`src/rtl/mem_port_arbiter_pkg.sv`:
```
`default_nettype none
// ============================================================================
//  Module      : mem_arb_pkg
//  Description : Shared types and constants for the unified memory port
//                arbiter (FSM states, owner tag, request record).
//  Revision    : 1.0 - initial release
// ============================================================================
package mem_arb_pkg;

    localparam int ADDR_W          = 32;
    localparam int DATA_W          = 32;
    localparam int BE_W            = DATA_W / 8;
    localparam int MAX_DATA_STREAK = 4;

    typedef enum logic [1:0] {
        ARB_IDLE = 2'd0,
        ARB_REQ  = 2'd1,
        ARB_RESP = 2'd2
    } arb_state_t;

    typedef enum logic {
        OWN_IF = 1'b0,
        OWN_DM = 1'b1
    } arb_owner_t;

    typedef struct packed {
        logic [ADDR_W-1:0] addr;
        logic [DATA_W-1:0] wdata;
        logic [BE_W-1:0]   be;
        logic              we;
    } mem_req_t;

    // A fetch is always a full-word read.
    function automatic mem_req_t fetch_req(input logic [ADDR_W-1:0] addr);
        mem_req_t r;
        r.addr  = addr;
        r.wdata = '0;
        r.be    = '1;
        r.we    = 1'b0;
        return r;
    endfunction

endpackage
`default_nettype wire

```
`src/rtl/mem_port_arbiter_if.sv`:
```
`default_nettype none
// ============================================================================
//  Module      : mem_port_arbiter_if
//  Description : Bundle of the IF-stage, MEM-stage and memory-side handshake
//                signals. slave = arbiter view, master = environment view.
//  Revision    : 1.0 - initial release
// ============================================================================
interface mem_port_arbiter_if;
    import mem_arb_pkg::*;

    // fetch port
    logic              if_req_i;
    logic [ADDR_W-1:0] if_addr_i;
    logic              if_gnt_o;
    logic              if_rvalid_o;
    logic [DATA_W-1:0] if_rdata_o;
    // data port
    logic              dm_req_i;
    logic              dm_we_i;
    logic [BE_W-1:0]   dm_be_i;
    logic [ADDR_W-1:0] dm_addr_i;
    logic [DATA_W-1:0] dm_wdata_i;
    logic              dm_gnt_o;
    logic              dm_rvalid_o;
    logic [DATA_W-1:0] dm_rdata_o;
    // memory port
    logic              mem_req_o;
    logic              mem_we_o;
    logic [BE_W-1:0]   mem_be_o;
    logic [ADDR_W-1:0] mem_addr_o;
    logic [DATA_W-1:0] mem_wdata_o;
    logic              mem_gnt_i;
    logic              mem_rvalid_i;
    logic [DATA_W-1:0] mem_rdata_i;

    modport slave (
        input  if_req_i, if_addr_i,
        input  dm_req_i, dm_we_i, dm_be_i, dm_addr_i, dm_wdata_i,
        input  mem_gnt_i, mem_rvalid_i, mem_rdata_i,
        output if_gnt_o, if_rvalid_o, if_rdata_o,
        output dm_gnt_o, dm_rvalid_o, dm_rdata_o,
        output mem_req_o, mem_we_o, mem_be_o, mem_addr_o, mem_wdata_o
    );

    modport master (
        output if_req_i, if_addr_i,
        output dm_req_i, dm_we_i, dm_be_i, dm_addr_i, dm_wdata_i,
        output mem_gnt_i, mem_rvalid_i, mem_rdata_i,
        input  if_gnt_o, if_rvalid_o, if_rdata_o,
        input  dm_gnt_o, dm_rvalid_o, dm_rdata_o,
        input  mem_req_o, mem_we_o, mem_be_o, mem_addr_o, mem_wdata_o
    );

endinterface
`default_nettype wire

```
`src/rtl/mem_port_arbiter_fetch_guard.sv`:
```
`default_nettype none
// ============================================================================
//  Module      : arb_fetch_guard
//  Description : Counts consecutive data grants taken while a fetch waits and
//                flags when the fetch must win the next arbitration.
//  Revision    : 1.0 - initial release
// ============================================================================
module arb_fetch_guard #(
    parameter int MAX_DATA_STREAK = mem_arb_pkg::MAX_DATA_STREAK
) (
    input  wire logic clk_i,
    input  wire logic rst_ni,
    input  wire logic if_req_i,
    input  wire logic if_gnt_i,
    input  wire logic dm_gnt_i,
    output logic      force_if_o
);
    localparam int                 c_cnt_w = $clog2(MAX_DATA_STREAK + 1);
    localparam logic [c_cnt_w-1:0] c_max   = c_cnt_w'(MAX_DATA_STREAK);

    logic [c_cnt_w-1:0] r_streak;

    // Streak of data grants over a pending fetch; saturates at the limit.
    always_ff @(posedge clk_i or negedge rst_ni) begin
        if (!rst_ni) begin
            r_streak <= '0;
        end else if (!if_req_i || if_gnt_i) begin
            r_streak <= '0;
        end else if (dm_gnt_i && (r_streak != c_max)) begin
            r_streak <= r_streak + 1'b1;
        end
    end

    assign force_if_o = (r_streak == c_max);

endmodule
`default_nettype wire

```
`src/rtl/mem_port_arbiter.sv`:
```
`default_nettype none
// ============================================================================
//  Module      : mem_port_arbiter
//  Description : Shares one memory port between instruction fetch (IF) and
//                data access (MEM). One transaction in flight; data wins ties.
//                Optional anti-starvation guard: define ARB_FETCH_GUARD_EN.
//  Revision    : 1.0 - initial release
// ============================================================================
module mem_port_arbiter
    import mem_arb_pkg::*;
(
    input  wire logic         clk_i,
    input  wire logic         rst_ni,
    mem_port_arbiter_if.slave bus
);

    arb_state_t r_state;
    arb_owner_t r_owner;
    mem_req_t   r_req;
    logic       r_mem_req;
    logic       r_post_rst;

    logic     w_force_if;
    logic     w_pick_dm;
    logic     w_in_req;
    logic     w_in_resp;
    logic     w_if_gnt;
    logic     w_dm_gnt;
    logic     w_if_rvalid;
    logic     w_dm_rvalid;
    mem_req_t w_dm_req;

`ifdef ARB_FETCH_GUARD_EN
    arb_fetch_guard #(
        .MAX_DATA_STREAK(MAX_DATA_STREAK)
    ) u_fetch_guard (
        .clk_i      (clk_i),
        .rst_ni     (rst_ni),
        .if_req_i   (bus.if_req_i),
        .if_gnt_i   (w_if_gnt),
        .dm_gnt_i   (w_dm_gnt),
        .force_if_o (w_force_if)
    );
`else
    assign w_force_if = 1'b0;
`endif

    // Data wins unless the guard says a waiting fetch has been passed over enough.
    assign w_pick_dm = bus.dm_req_i && !(w_force_if && bus.if_req_i);

    assign w_dm_req.addr  = bus.dm_addr_i;
    assign w_dm_req.wdata = bus.dm_wdata_i;
    assign w_dm_req.be    = bus.dm_be_i;
    assign w_dm_req.we    = bus.dm_we_i;

    // Request -> grant -> response sequencer with registered memory request.
    always_ff @(posedge clk_i or negedge rst_ni) begin
        if (!rst_ni) begin
            r_state   <= ARB_IDLE;
            r_owner   <= OWN_IF;
            r_req     <= '0;
            r_mem_req <= 1'b0;
        end else begin
            case (r_state)
                ARB_IDLE: begin
                    if (bus.dm_req_i || bus.if_req_i) begin
                        r_mem_req <= 1'b1;
                        r_state   <= ARB_REQ;
                        if (w_pick_dm) begin
                            r_owner <= OWN_DM;
                            r_req   <= w_dm_req;
                        end else begin
                            r_owner <= OWN_IF;
                            r_req   <= fetch_req(bus.if_addr_i);
                        end
                    end
                end
                ARB_REQ: begin
                    if (bus.mem_gnt_i) begin
                        r_mem_req <= 1'b0;
                        r_state   <= ARB_RESP;
                    end
                end
                ARB_RESP: begin
                    if (bus.mem_rvalid_i) begin
                        r_state <= ARB_IDLE;
                    end
                end
                default: begin
                    r_mem_req <= 1'b0;
                    r_state   <= ARB_IDLE;
                end
            endcase
        end
    end

    // Marks the first clock after reset, when a stale response may still arrive.
    always_ff @(posedge clk_i or negedge rst_ni) begin
        if (!rst_ni) begin
            r_post_rst <= 1'b1;
        end else begin
            r_post_rst <= 1'b0;
        end
    end

    assign w_in_req    = (r_state == ARB_REQ);
    assign w_in_resp   = (r_state == ARB_RESP);
    assign w_if_gnt    = w_in_req  && (r_owner == OWN_IF) && bus.mem_gnt_i;
    assign w_dm_gnt    = w_in_req  && (r_owner == OWN_DM) && bus.mem_gnt_i;
    assign w_if_rvalid = w_in_resp && (r_owner == OWN_IF) && bus.mem_rvalid_i;
    assign w_dm_rvalid = w_in_resp && (r_owner == OWN_DM) && bus.mem_rvalid_i;

    assign bus.if_gnt_o    = w_if_gnt;
    assign bus.dm_gnt_o    = w_dm_gnt;
    assign bus.if_rvalid_o = w_if_rvalid;
    assign bus.dm_rvalid_o = w_dm_rvalid;
    assign bus.if_rdata_o  = w_if_rvalid ? bus.mem_rdata_i : '0;
    assign bus.dm_rdata_o  = w_dm_rvalid ? bus.mem_rdata_i : '0;

    assign bus.mem_req_o   = r_mem_req;
    assign bus.mem_we_o    = r_req.we;
    assign bus.mem_be_o    = r_req.be;
    assign bus.mem_addr_o  = r_req.addr;
    assign bus.mem_wdata_o = r_req.wdata;

    // Protocol checks: requests are held until granted; responses only when expected.
    a_if_hold: assert property (@(posedge clk_i) disable iff (!rst_ni)
        (bus.if_req_i && !w_if_gnt) |=> bus.if_req_i);
    a_dm_hold: assert property (@(posedge clk_i) disable iff (!rst_ni)
        (bus.dm_req_i && !w_dm_gnt) |=> bus.dm_req_i);
    a_rvalid_in_resp: assert property (@(posedge clk_i) disable iff (!rst_ni)
        (bus.mem_rvalid_i && !r_post_rst) |-> w_in_resp);
    a_gnt_rvalid_excl: assert property (@(posedge clk_i) disable iff (!rst_ni)
        !(bus.mem_gnt_i && bus.mem_rvalid_i));

endmodule
`default_nettype wire

```
`src/flat_wrapper.sv`:
```
// flat-port wrapper written by rule: the top's interface ports become plain ports
module mem_port_arbiter_flat import mem_arb_pkg::*;
  (clk_i, rst_ni, bus_if_req_i, bus_if_addr_i, bus_dm_req_i, bus_dm_we_i, bus_dm_be_i, bus_dm_addr_i, bus_dm_wdata_i, bus_mem_gnt_i, bus_mem_rvalid_i, bus_mem_rdata_i, bus_if_gnt_o, bus_if_rvalid_o, bus_if_rdata_o, bus_dm_gnt_o, bus_dm_rvalid_o, bus_dm_rdata_o, bus_mem_req_o, bus_mem_we_o, bus_mem_be_o, bus_mem_addr_o, bus_mem_wdata_o);
  mem_port_arbiter_if bus_i ();
  input  wire logic clk_i;
  input  wire logic rst_ni;
  input wire logic [$bits(bus_i.if_req_i)-1:0] bus_if_req_i;
  input wire logic [$bits(bus_i.if_addr_i)-1:0] bus_if_addr_i;
  input wire logic [$bits(bus_i.dm_req_i)-1:0] bus_dm_req_i;
  input wire logic [$bits(bus_i.dm_we_i)-1:0] bus_dm_we_i;
  input wire logic [$bits(bus_i.dm_be_i)-1:0] bus_dm_be_i;
  input wire logic [$bits(bus_i.dm_addr_i)-1:0] bus_dm_addr_i;
  input wire logic [$bits(bus_i.dm_wdata_i)-1:0] bus_dm_wdata_i;
  input wire logic [$bits(bus_i.mem_gnt_i)-1:0] bus_mem_gnt_i;
  input wire logic [$bits(bus_i.mem_rvalid_i)-1:0] bus_mem_rvalid_i;
  input wire logic [$bits(bus_i.mem_rdata_i)-1:0] bus_mem_rdata_i;
  output wire logic [$bits(bus_i.if_gnt_o)-1:0] bus_if_gnt_o;
  output wire logic [$bits(bus_i.if_rvalid_o)-1:0] bus_if_rvalid_o;
  output wire logic [$bits(bus_i.if_rdata_o)-1:0] bus_if_rdata_o;
  output wire logic [$bits(bus_i.dm_gnt_o)-1:0] bus_dm_gnt_o;
  output wire logic [$bits(bus_i.dm_rvalid_o)-1:0] bus_dm_rvalid_o;
  output wire logic [$bits(bus_i.dm_rdata_o)-1:0] bus_dm_rdata_o;
  output wire logic [$bits(bus_i.mem_req_o)-1:0] bus_mem_req_o;
  output wire logic [$bits(bus_i.mem_we_o)-1:0] bus_mem_we_o;
  output wire logic [$bits(bus_i.mem_be_o)-1:0] bus_mem_be_o;
  output wire logic [$bits(bus_i.mem_addr_o)-1:0] bus_mem_addr_o;
  output wire logic [$bits(bus_i.mem_wdata_o)-1:0] bus_mem_wdata_o;
  assign bus_i.if_req_i = bus_if_req_i;
  assign bus_i.if_addr_i = bus_if_addr_i;
  assign bus_i.dm_req_i = bus_dm_req_i;
  assign bus_i.dm_we_i = bus_dm_we_i;
  assign bus_i.dm_be_i = bus_dm_be_i;
  assign bus_i.dm_addr_i = bus_dm_addr_i;
  assign bus_i.dm_wdata_i = bus_dm_wdata_i;
  assign bus_i.mem_gnt_i = bus_mem_gnt_i;
  assign bus_i.mem_rvalid_i = bus_mem_rvalid_i;
  assign bus_i.mem_rdata_i = bus_mem_rdata_i;
  assign bus_if_gnt_o = bus_i.if_gnt_o;
  assign bus_if_rvalid_o = bus_i.if_rvalid_o;
  assign bus_if_rdata_o = bus_i.if_rdata_o;
  assign bus_dm_gnt_o = bus_i.dm_gnt_o;
  assign bus_dm_rvalid_o = bus_i.dm_rvalid_o;
  assign bus_dm_rdata_o = bus_i.dm_rdata_o;
  assign bus_mem_req_o = bus_i.mem_req_o;
  assign bus_mem_we_o = bus_i.mem_we_o;
  assign bus_mem_be_o = bus_i.mem_be_o;
  assign bus_mem_addr_o = bus_i.mem_addr_o;
  assign bus_mem_wdata_o = bus_i.mem_wdata_o;
  mem_port_arbiter u_core (.clk_i(clk_i), .rst_ni(rst_ni), .bus(bus_i));
endmodule
```
`config.mk`:
```
export PLATFORM = sky130hd
export DESIGN_NAME = mem_port_arbiter_flat
export DESIGN_NICKNAME = d
export VERILOG_FILES = /design/src/rtl/mem_port_arbiter_pkg.sv /design/src/rtl/mem_port_arbiter_if.sv /design/src/rtl/mem_port_arbiter_fetch_guard.sv /design/src/rtl/mem_port_arbiter.sv /design/src/flat_wrapper.sv
export SDC_FILE = /design/constraint.sdc
export NUM_CORES = 1
export LEC_CHECK = 0
export ABC_AREA = 1
export BUFFER_PORTS_ARGS = -buffer_cell sky130_fd_sc_hd__buf_2
export CORE_AREA = 2 2 106 108
export CTS_CLUSTER_DIAMETER = 150
export DETAILED_ROUTE_END_ITERATION = 8
export DIE_AREA = 0 0 108 110
export HOLD_SLACK_MARGIN = 0.12
export PLACE_DENSITY_LB_ADDON = 0.12
export SYNTH_ARGS = -nofsm -noshare
export SYNTH_HDL_FRONTEND = slang
export SYNTH_SLANG_ARGS = --single-unit
export TNS_END_PERCENT = 1
```
`constraint.sdc`:
```
create_clock -name clk_i -period 1.31 [get_ports clk_i]
set_input_delay 0.3275 -clock clk_i [delete_from_list [all_inputs] [get_ports clk_i]]
set_output_delay 0.3275 -clock clk_i [all_outputs]
set_load 0.05 [all_outputs]
```
Word-level counts from Yosys, hierarchy flattened:

Cells that the tools add are included.

* register bits after elaboration: 73
* input bits: 139
* output and inout port bits: 138
* logic and storage cells: 38

* bitwise operators: 2
* reduce and logical (&&, ||, !) cells: 13
* muxes and demuxes: 11
* equality and inequality tests: 5

Operator list (count)
* $mux W69: 1
* $mux W32: 2
* $logic_and A1 B1 Y1: 8
* $mux W2: 3
* $pmux W2 S3: 1
* $reduce_and A3 Y1: 2
* $ne A2 B2 Y1 const B: 2
* $mux W1: 3
* $pmux W1 S3: 1
* $eq A2 B1 Y1 const B: 1
* $eq A2 B2 Y1 const B: 1
* $logic_not A2 Y1: 1
* $ne A2 B1 Y1 const B: 1
* $not A1 Y1: 2
* $reduce_and A2 Y1: 1
* $logic_or A1 B1 Y1: 1

Logic depth before layout (Yosys ltp):

Gate-level depths: netlist of run 1.

* word-level depth: 4
* mapped depth: 6
* gate-level depth less buffers: 5

Least setup slack after synthesis of run 1:

Ideal clock, no wire load.

* path type: register to output
* start: register u_core.r_state[0]
* end: output port bus_dm_rdata_o[22]
* buffers on the path: 1
* cell stages (with the launch flop): 7
* data arrival time: 1567 ps
* path slack: -585 ps
* data required time: 983 ps
* path through: dfrtp_1 > inv_1 > nand2_1 > inv_2 > nand3_1 > buf_2 > nor2_1

* longest elaborated chain between the ends: 4

RTL lines
* start, declared: RTL line mem_port_arbiter.sv:17 `arb_state_t r_state;`
* start signal, assigned: RTL line mem_port_arbiter.sv:59 `r_state <= ARB_IDLE;`
* start signal, assigned: RTL line mem_port_arbiter.sv:68 `r_state <= ARB_REQ;`
* start signal, assigned: RTL line mem_port_arbiter.sv:81 `r_state <= ARB_RESP;`
* $eq A2 B2 Y1: RTL line mem_port_arbiter.sv:107 `assign w_in_resp = (r_state == ARB_RESP);`
* $logic_and A1 B1 Y1 (2 in a row): RTL line mem_port_arbiter.sv:111 `assign w_dm_rvalid = w_in_resp && (r_owner == OWN_DM) && bus.mem_rvalid_i;`
* $mux W32: RTL line mem_port_arbiter.sv:118 `assign bus.dm_rdata_o = w_dm_rvalid ? bus.mem_rdata_i : '0;`
* end, declared: RTL line flat_wrapper.sv:22 `output wire logic [$bits(bus_i.dm_rdata_o)-1:0] bus_dm_rdata_o;`

No other way between the ends.

Final worst setup path of run 1:

* start: register u_core.r_state[0]
* end: output port bus_dm_rdata_o[12]

Same word-level chain as after synthesis.

==> metrics.txt, run 1 <==
status finished with violations; violated checks negative setup slack; Vias/cell roughly 4.5; minimum clock period roughly 1.9 ns; Setup CP Type register to output port; synth cell count leaders nand2_1 (200), nor2_1 (79), dfrtp_1 (73); Yosys cell types 13; Port Buffer Count between 200 and 300; # DRC 0; Detail Route Antenna Nets 0; LEAKAGE approximately 3.8 nW; Syn Area/Cell ~7.0 µm²; clock insertion delay at the later pin of the skew report roughly 0.35 ns; worst-margin pin slew between 0.4 and 0.5 ns; Worst Path Required 0.98 ns; clk sink count 73; drt wl/cell 13.6 µm; syn_nets approximately 670; H-tree depth 3; R2R Path Start u_core.r_state[0]; Post-Route WL between 10000 and 15000 µm; Iter 0 DRT Violations around 170; Final Wtd Congestion between 0.8 and 0.9; CTS tree done; core area ~11000 µm²; Syn. warnings 0; worst setup path endpoint bus_dm_rdata_o[12]; Hold WC Path Type input pin to register; most frequent cell after synthesis nand2_1; WHS Path Cells 3; Die H 110 µm; Initial Utilization 0.345; Synth area leaders dfrtp_1 (49%), nand2_1 (20%), nor2_1 (8.0%), inv_1 (7.1%), nand3_1 (5.1%); Slew headroom 0.733; FF-to-FF setup slack -0.11 ns; Slew Viols, Final 0; register bit total from synthesis 73; Peak VDD IR 1230 µV; Synth async-reset ratio 1.00; initial antenna violation count 0; unrepaired setup endpoints after global routing true; Ant. Diodes 0; startpoint types register; cell taking the most area after synthesis dfrtp_1; Max-Cap Viols 0; CP Max Fanout 13; Worst EP arrival between 1.5 and 2 ns; Pre-Repair DR Iteration Count 4; final setup vio count 138; GRT Util Overall 0.206; maximum clock rate ~0.54 GHz; Top Ports 277; Final Hold Fails 0; area delta synth->final 87.5%; Place WS -0.266 ns; number of cell rows 38; Final Cycle Share 1.42; die span in x roughly 110 µm; post-synthesis cell count between 500 and 600; CP Capture Type output port; number of global-route vias before repair ~4.1k; share of post-route cells with drive strength above 1 0.480; worst r2r dst u_core.bus.mem_be_o[0]; Clock Skew ~0.011 ns; Post-Syn Area around 3700 µm²; number of flops mapped to enable cells by yosys 0; Final HPWL DP 9520 µm; length in cells of the worst reg-to-reg path 8; placed instance count just over 900; start point of the critical path u_core.r_state[0]; first-pass GRT wire length roughly 19000 µm; Finished Layout Cells between 900 and 1k; Num CTS Buffers 9; final worst-path setup slack -0.546 ns; clock-pin transition on the worst setup and hold timing paths approximately 0.080 ns; Die ar. approximately 12000 µm²; largest net degree at the start of global routing 50; sequential fraction of the synthesis area 0.495; clock root cell clkbuf_8; Vias around 4.3k; gr ovfl total 0; clock buffer depth 2; Synth top area share 0.495; Pwr per Cell Area ~2200 nW/µm²; Main synth FF type dfrtp_1; Nets about 950
[repair_timing]
item / 4_1_cts / 5_1_grt
setup buffers: 0 / 1
gates resized for setup: 175 / 75
pin swaps: 2 / 3
setup endpoints to repair: 119 / 171
cloned: 0 / 1
hold buffers: 1 / 0
hold endpoints to repair: 25 / 0
[power by group]
group,total [mW],switching (mW),internal [mW]
clock network,2.10,0.839,1.26
logic,9.49,6.59,2.90
registers,3.83,0.571,3.26
total,15.4,8.00,7.42
[worst min path at each step]
stage,to,slack (ns),from
2_1_floorplan,u_core.bus.mem_addr_o[0],0.03,rst_ni
3_3_place_gp,u_core.bus.mem_addr_o[11],0.28,rst_ni
3_5_place_dp,u_core.bus.mem_addr_o[11],0.28,rst_ni
4_1_cts,u_core.bus.mem_wdata_o[12],0.19,bus_dm_wdata_i[12]
5_1_grt,u_core.bus.mem_wdata_o[21],0.19,bus_dm_wdata_i[21]
6_report,u_core.bus.mem_wdata_o[15],0.21,bus_dm_wdata_i[15]
[per-layer routing]
layer  wire, µm  track usage  part of all wire
met5          0            0                 0
met4        278       0.0723             0.021
met3        959       0.0476             0.074
met2       6810        0.384              0.53
met1       4920        0.231              0.38
[kinds of logic (layout without fill, tap and decap cells)]
| family | Yosys count | after routing | synth area share |
|---|---|---|---|
| AO/OA/AOI/OAI | 35 | 35 | 0.0484 |
| buffers and inverters | 102 | 388 | 0.119 |
| flip-flops | 73 | 73 | 0.495 |
| AND/OR/NAND/NOR | 318 | 318 | 0.338 |
[cell usage in the layout (no fill, tap or decap), types with 14 or more instances in the layout]
master	n
clkbuf_4	15
buf_6	47
nand3_1	35
buf_2	137
buf_4	62
o21ai_0	33
buf_12	15
inv_1	68
nor2_4	62
buf_8	22
dfrtp_1	73
nor2_1	14
nand2_1	198
[through the flow]
stage	power [mW]	instance area [µm²]	setup TNS (ns)	util	hold slack, ns
floorplan	10.1	4240	-16.66	-	0.0319
finish	15.4	6930	-37.64	0.647	0.209
CTS	15.2	6700	-36.08	0.626	0.192
detailed placement	12.4	5930	-15.96	0.554	0.281
global route	16.3	6930	-49.39	0.647	0.191
global placement	12.3	5930	-14.72	0.554	0.279
[critical path, cell delays in order (launching register included)]
cell and delay [ns]:
dfrtp_1 0.38, inv_1 0.06, nand2_2 0.06, inv_4 0.08, nand3_4 0.13, buf_12 0.20, nor2_4 0.11, buf_6 0.16
[flip-flops by register name (all words and copies together) (netlist names)]
signal,flops
u_core.r_state,2
u_core.bus.mem_we_o,1
u_core.bus.mem_be_o,4
u_core.bus.mem_wdata_o,32
u_core.r_owner,1
u_core.bus.mem_addr_o,32
u_core.bus.mem_req_o,1
[area by class of cell]
class / instances / area, µm²
Multi-Input combinational cell: 353 / 1940
Tap cell: 140 / 175
Sequential cell: 73 / 1830
Timing Repair Buffer: 300 / 2460
Inverter: 72 / 280
Fill cell: 976 / 3770
Clock buffer: 9 / 124
Clock inverter: 7 / 119
Power figures use the tool's default switching activity.
==> run 2, diff against run 1 <==
--- a/config.mk
+++ b/config.mk
@@ -12,7 +12,8 @@
 export DETAILED_ROUTE_END_ITERATION = 8
 export DIE_AREA = 0 0 108 110
 export HOLD_SLACK_MARGIN = 0.12
-export PLACE_DENSITY_LB_ADDON = 0.12
+export PLACE_DENSITY = 0.72
+export SKIP_LAST_GASP = 1
 export SYNTH_ARGS = -nofsm -noshare
 export SYNTH_HDL_FRONTEND = slang
 export SYNTH_SLANG_ARGS = --single-unit
==> run 2 against run 1 <==
  * The flow still finishes with violations (negative setup slack)
  * Total power is 3.6% lower
  * Non-clock buffer count up 6
  * Combinational power decreased by 5.9%
  * Die area did not move
  * Sequential power fell by 1%
  * Largest power group unchanged
==> metrics.txt, run 2 (synthesis results as in run 1) <==
clk sink count 73 (unchanged); Port Buffer Count 276 (unchanged); length in cells of the worst reg-to-reg path 7 (-1); Pre-Repair DR Iteration Count 4 (unchanged); Post-Route WL 12900 µm (-0.21%); Detail Route Antenna Nets 0 (unchanged); Slew Viols, Final 0 (unchanged); Slew headroom 0.750 (+0.0175); Setup CP Type register to output port; Die H 110 µm (unchanged); maximum clock rate 0.533 GHz (-0.99%); most common cell after layout, fill and taps aside buf_2; drt wl/cell 13.4 µm (-1.2%); LEAKAGE 3.74 nW (-1.6%); FF-to-FF setup slack 0.02 ns (+0.13 ns); Final Wtd Congestion 0.774 (-3.3%); Nets 954 (+0.63%); Final Hold Fails 0 (unchanged); Hold Path Sink u_core.bus.mem_wdata_o[11]; Place WS -0.268 ns (-0.00227 ns); area delta synth->final 76.3%; Worst Path Required 0.98 ns (about the same); H-tree depth 3 (unchanged); clock buffer depth 2 (unchanged); Max-Cap Viols 0 (unchanged); Final Cell Area 6510 µm² (-6.0%); core area 10700 µm² (unchanged); final setup vio count 74 (-46%); number of global-route vias before repair 4071 (-1.5%); worst r2r dst u_core.bus.mem_wdata_o[21]; Initial Utilization 0.345 (unchanged); violated checks negative setup slack; gr ovfl total 0 (unchanged); Vias 4264 (+0.023%); initial antenna violation count 3 (+3); CTS tree done; clock root cell clkbuf_8; Top Ports 277 (unchanged); final worst-path setup slack -0.565 ns (-0.0185 ns); first-pass GRT wire length 19700 µm (+1.9%); Pwr per Cell Area 2280 nW/µm² (+2.6%); clock-pin transition on the worst setup and hold timing paths 0.08 ns (about the same); leading cell types in the layout, fill and taps excluded buf_2 (209), nand2_1 (200), dfrtp_1 (73); GRT Util Overall 0.215 (+0.00880); WHS Path Cells 3 (unchanged); CP Max Fanout 10 (-3); Clock Skew 0.00788 ns (-0.00287 ns); # fillers 948 (-2.9%); status finished with violations; Hold Startpoint bus_dm_wdata_i[11]; Peak VDD IR 1760 µV (+43%); minimum clock period 1.87 ns (+0.0185 ns); Area after DPL 5970 µm² (+0.76%); Setup Fix Bufs, Post-CTS 0 (unchanged); unrepaired setup endpoints after global routing true; Worst EP arrival 1.55 ns (+0.02 ns); Final HPWL DP 9890 µm (+4.0%); Die ar. 11900 µm² (unchanged); # DRC 0 (unchanged); die span in x 108 µm (unchanged); CP Capture Type output port; Iter 0 DRT Violations 231 (+38%); Vias/cell 4.42 (-1.0%); worst-margin pin slew 0.371 ns (-0.0301 ns); clock insertion delay at the later pin of the skew report 0.34 ns (about the same); startpoint types register; Num CTS Buffers 9 (unchanged); share of post-route cells with drive strength above 1 0.479 (-0.00108); Hold WC Path Type input pin to register; number of cell rows 38 (unchanged); R2R Path Start u_core.r_state[0]; Final Power 14.9 mW (-3.6%); largest net degree at the start of global routing 34 (-32%); Final Cycle Share 1.43 (+0.0141)
-- run 2: cell count changes in the layout (fill, tap and decap cells not counted), moves of 3 or more --
cell,change
clkbuf_4,-15
nor2_4,-3
buf_8,-22
buf_4,-3
buf_2,+72
diode_2,+4
buf_6,-26
-- run 2: timing repair --
| action | 4_1_cts | 5_1_grt |
|---|---|---|
| setup endpoints to repair | 98 | 167 |
| cloned | 0 | 1 |
| hold buffers | 1 | 0 |
| pin swaps | 0 | 0 |
| resized for setup | 74 | 13 |
| endpoints found under the hold margin | 20 | 0 |
-- run 2: how the worst max path moves through the flow --
stage | start | to | slack, ns
global route | u_core.r_state[0] | bus_dm_rdata_o[13] | -0.66
global placement | u_core.r_state[0] | bus_dm_rdata_o[29] | -0.23
floorplan | u_core.r_state[0] | bus_dm_rdata_o[22] | -0.27
CTS | u_core.r_state[1] | bus_dm_rvalid_o | -0.58
detailed placement | u_core.r_state[0] | bus_dm_rdata_o[18] | -0.27
finish | u_core.r_state[0] | bus_dm_rdata_o[13] | -0.56
-- run 2: critical path, cell delays in order (launching register included) --
cell,delay (ns)
dfrtp_1,0.38
inv_1,0.05
nand2_1,0.07
inv_2,0.11
nand3_4,0.12
buf_12,0.19
nor2_4,0.09
buf_4,0.20
-- run 2: layer usage --
layer / GRT usage / up-vias / share of wire
met4: 0.0925 / 2 / 0.026
met1: 0.241 / 1901 / 0.36
met2: 0.385 / 192 / 0.51
met3: 0.0582 / 20 / 0.093
met5: 0 / - / 0.0010
li1: - / 2149 / -
-- run 2: area by class of cell --
class | instances | area (µm²) | share of cell area
tap | 140 | 175 | 0.0269
multi-input combinational | 353 | 1910 | 0.293
clock buffer | 9 | 124 | 0.0190
sequential | 73 | 1830 | 0.281
inverter | 72 | 278 | 0.0427
antenna | 4 | 10.0 | 0.00154
clock inverter | 7 | 125 | 0.0192
timing repair buffer | 306 | 2060 | 0.317
-- run 2: where the power goes --
part	internal (mW)	total (mW)	leakage, nW	switching (mW)
clock	1.28	2.15	0.124	0.870
sequential	3.26	3.78	0.912	0.523
combinational	2.39	8.93	2.70	6.54
total	6.93	14.9	3.74	7.94
-- run 2: stage by stage --
step	setup TNS, ns	std cells	hold slack (ns)	util
6_report	-36.68	964	0.214	0.609
4_1_cts	-38.41	959	0.194	0.601
3_3_place_gp	-14.41	942	0.243	0.558
3_5_place_dp	-16.22	942	0.249	0.558
2_1_floorplan	-16.66	528	0.0319	-
5_1_grt	-46.04	961	0.198	0.608
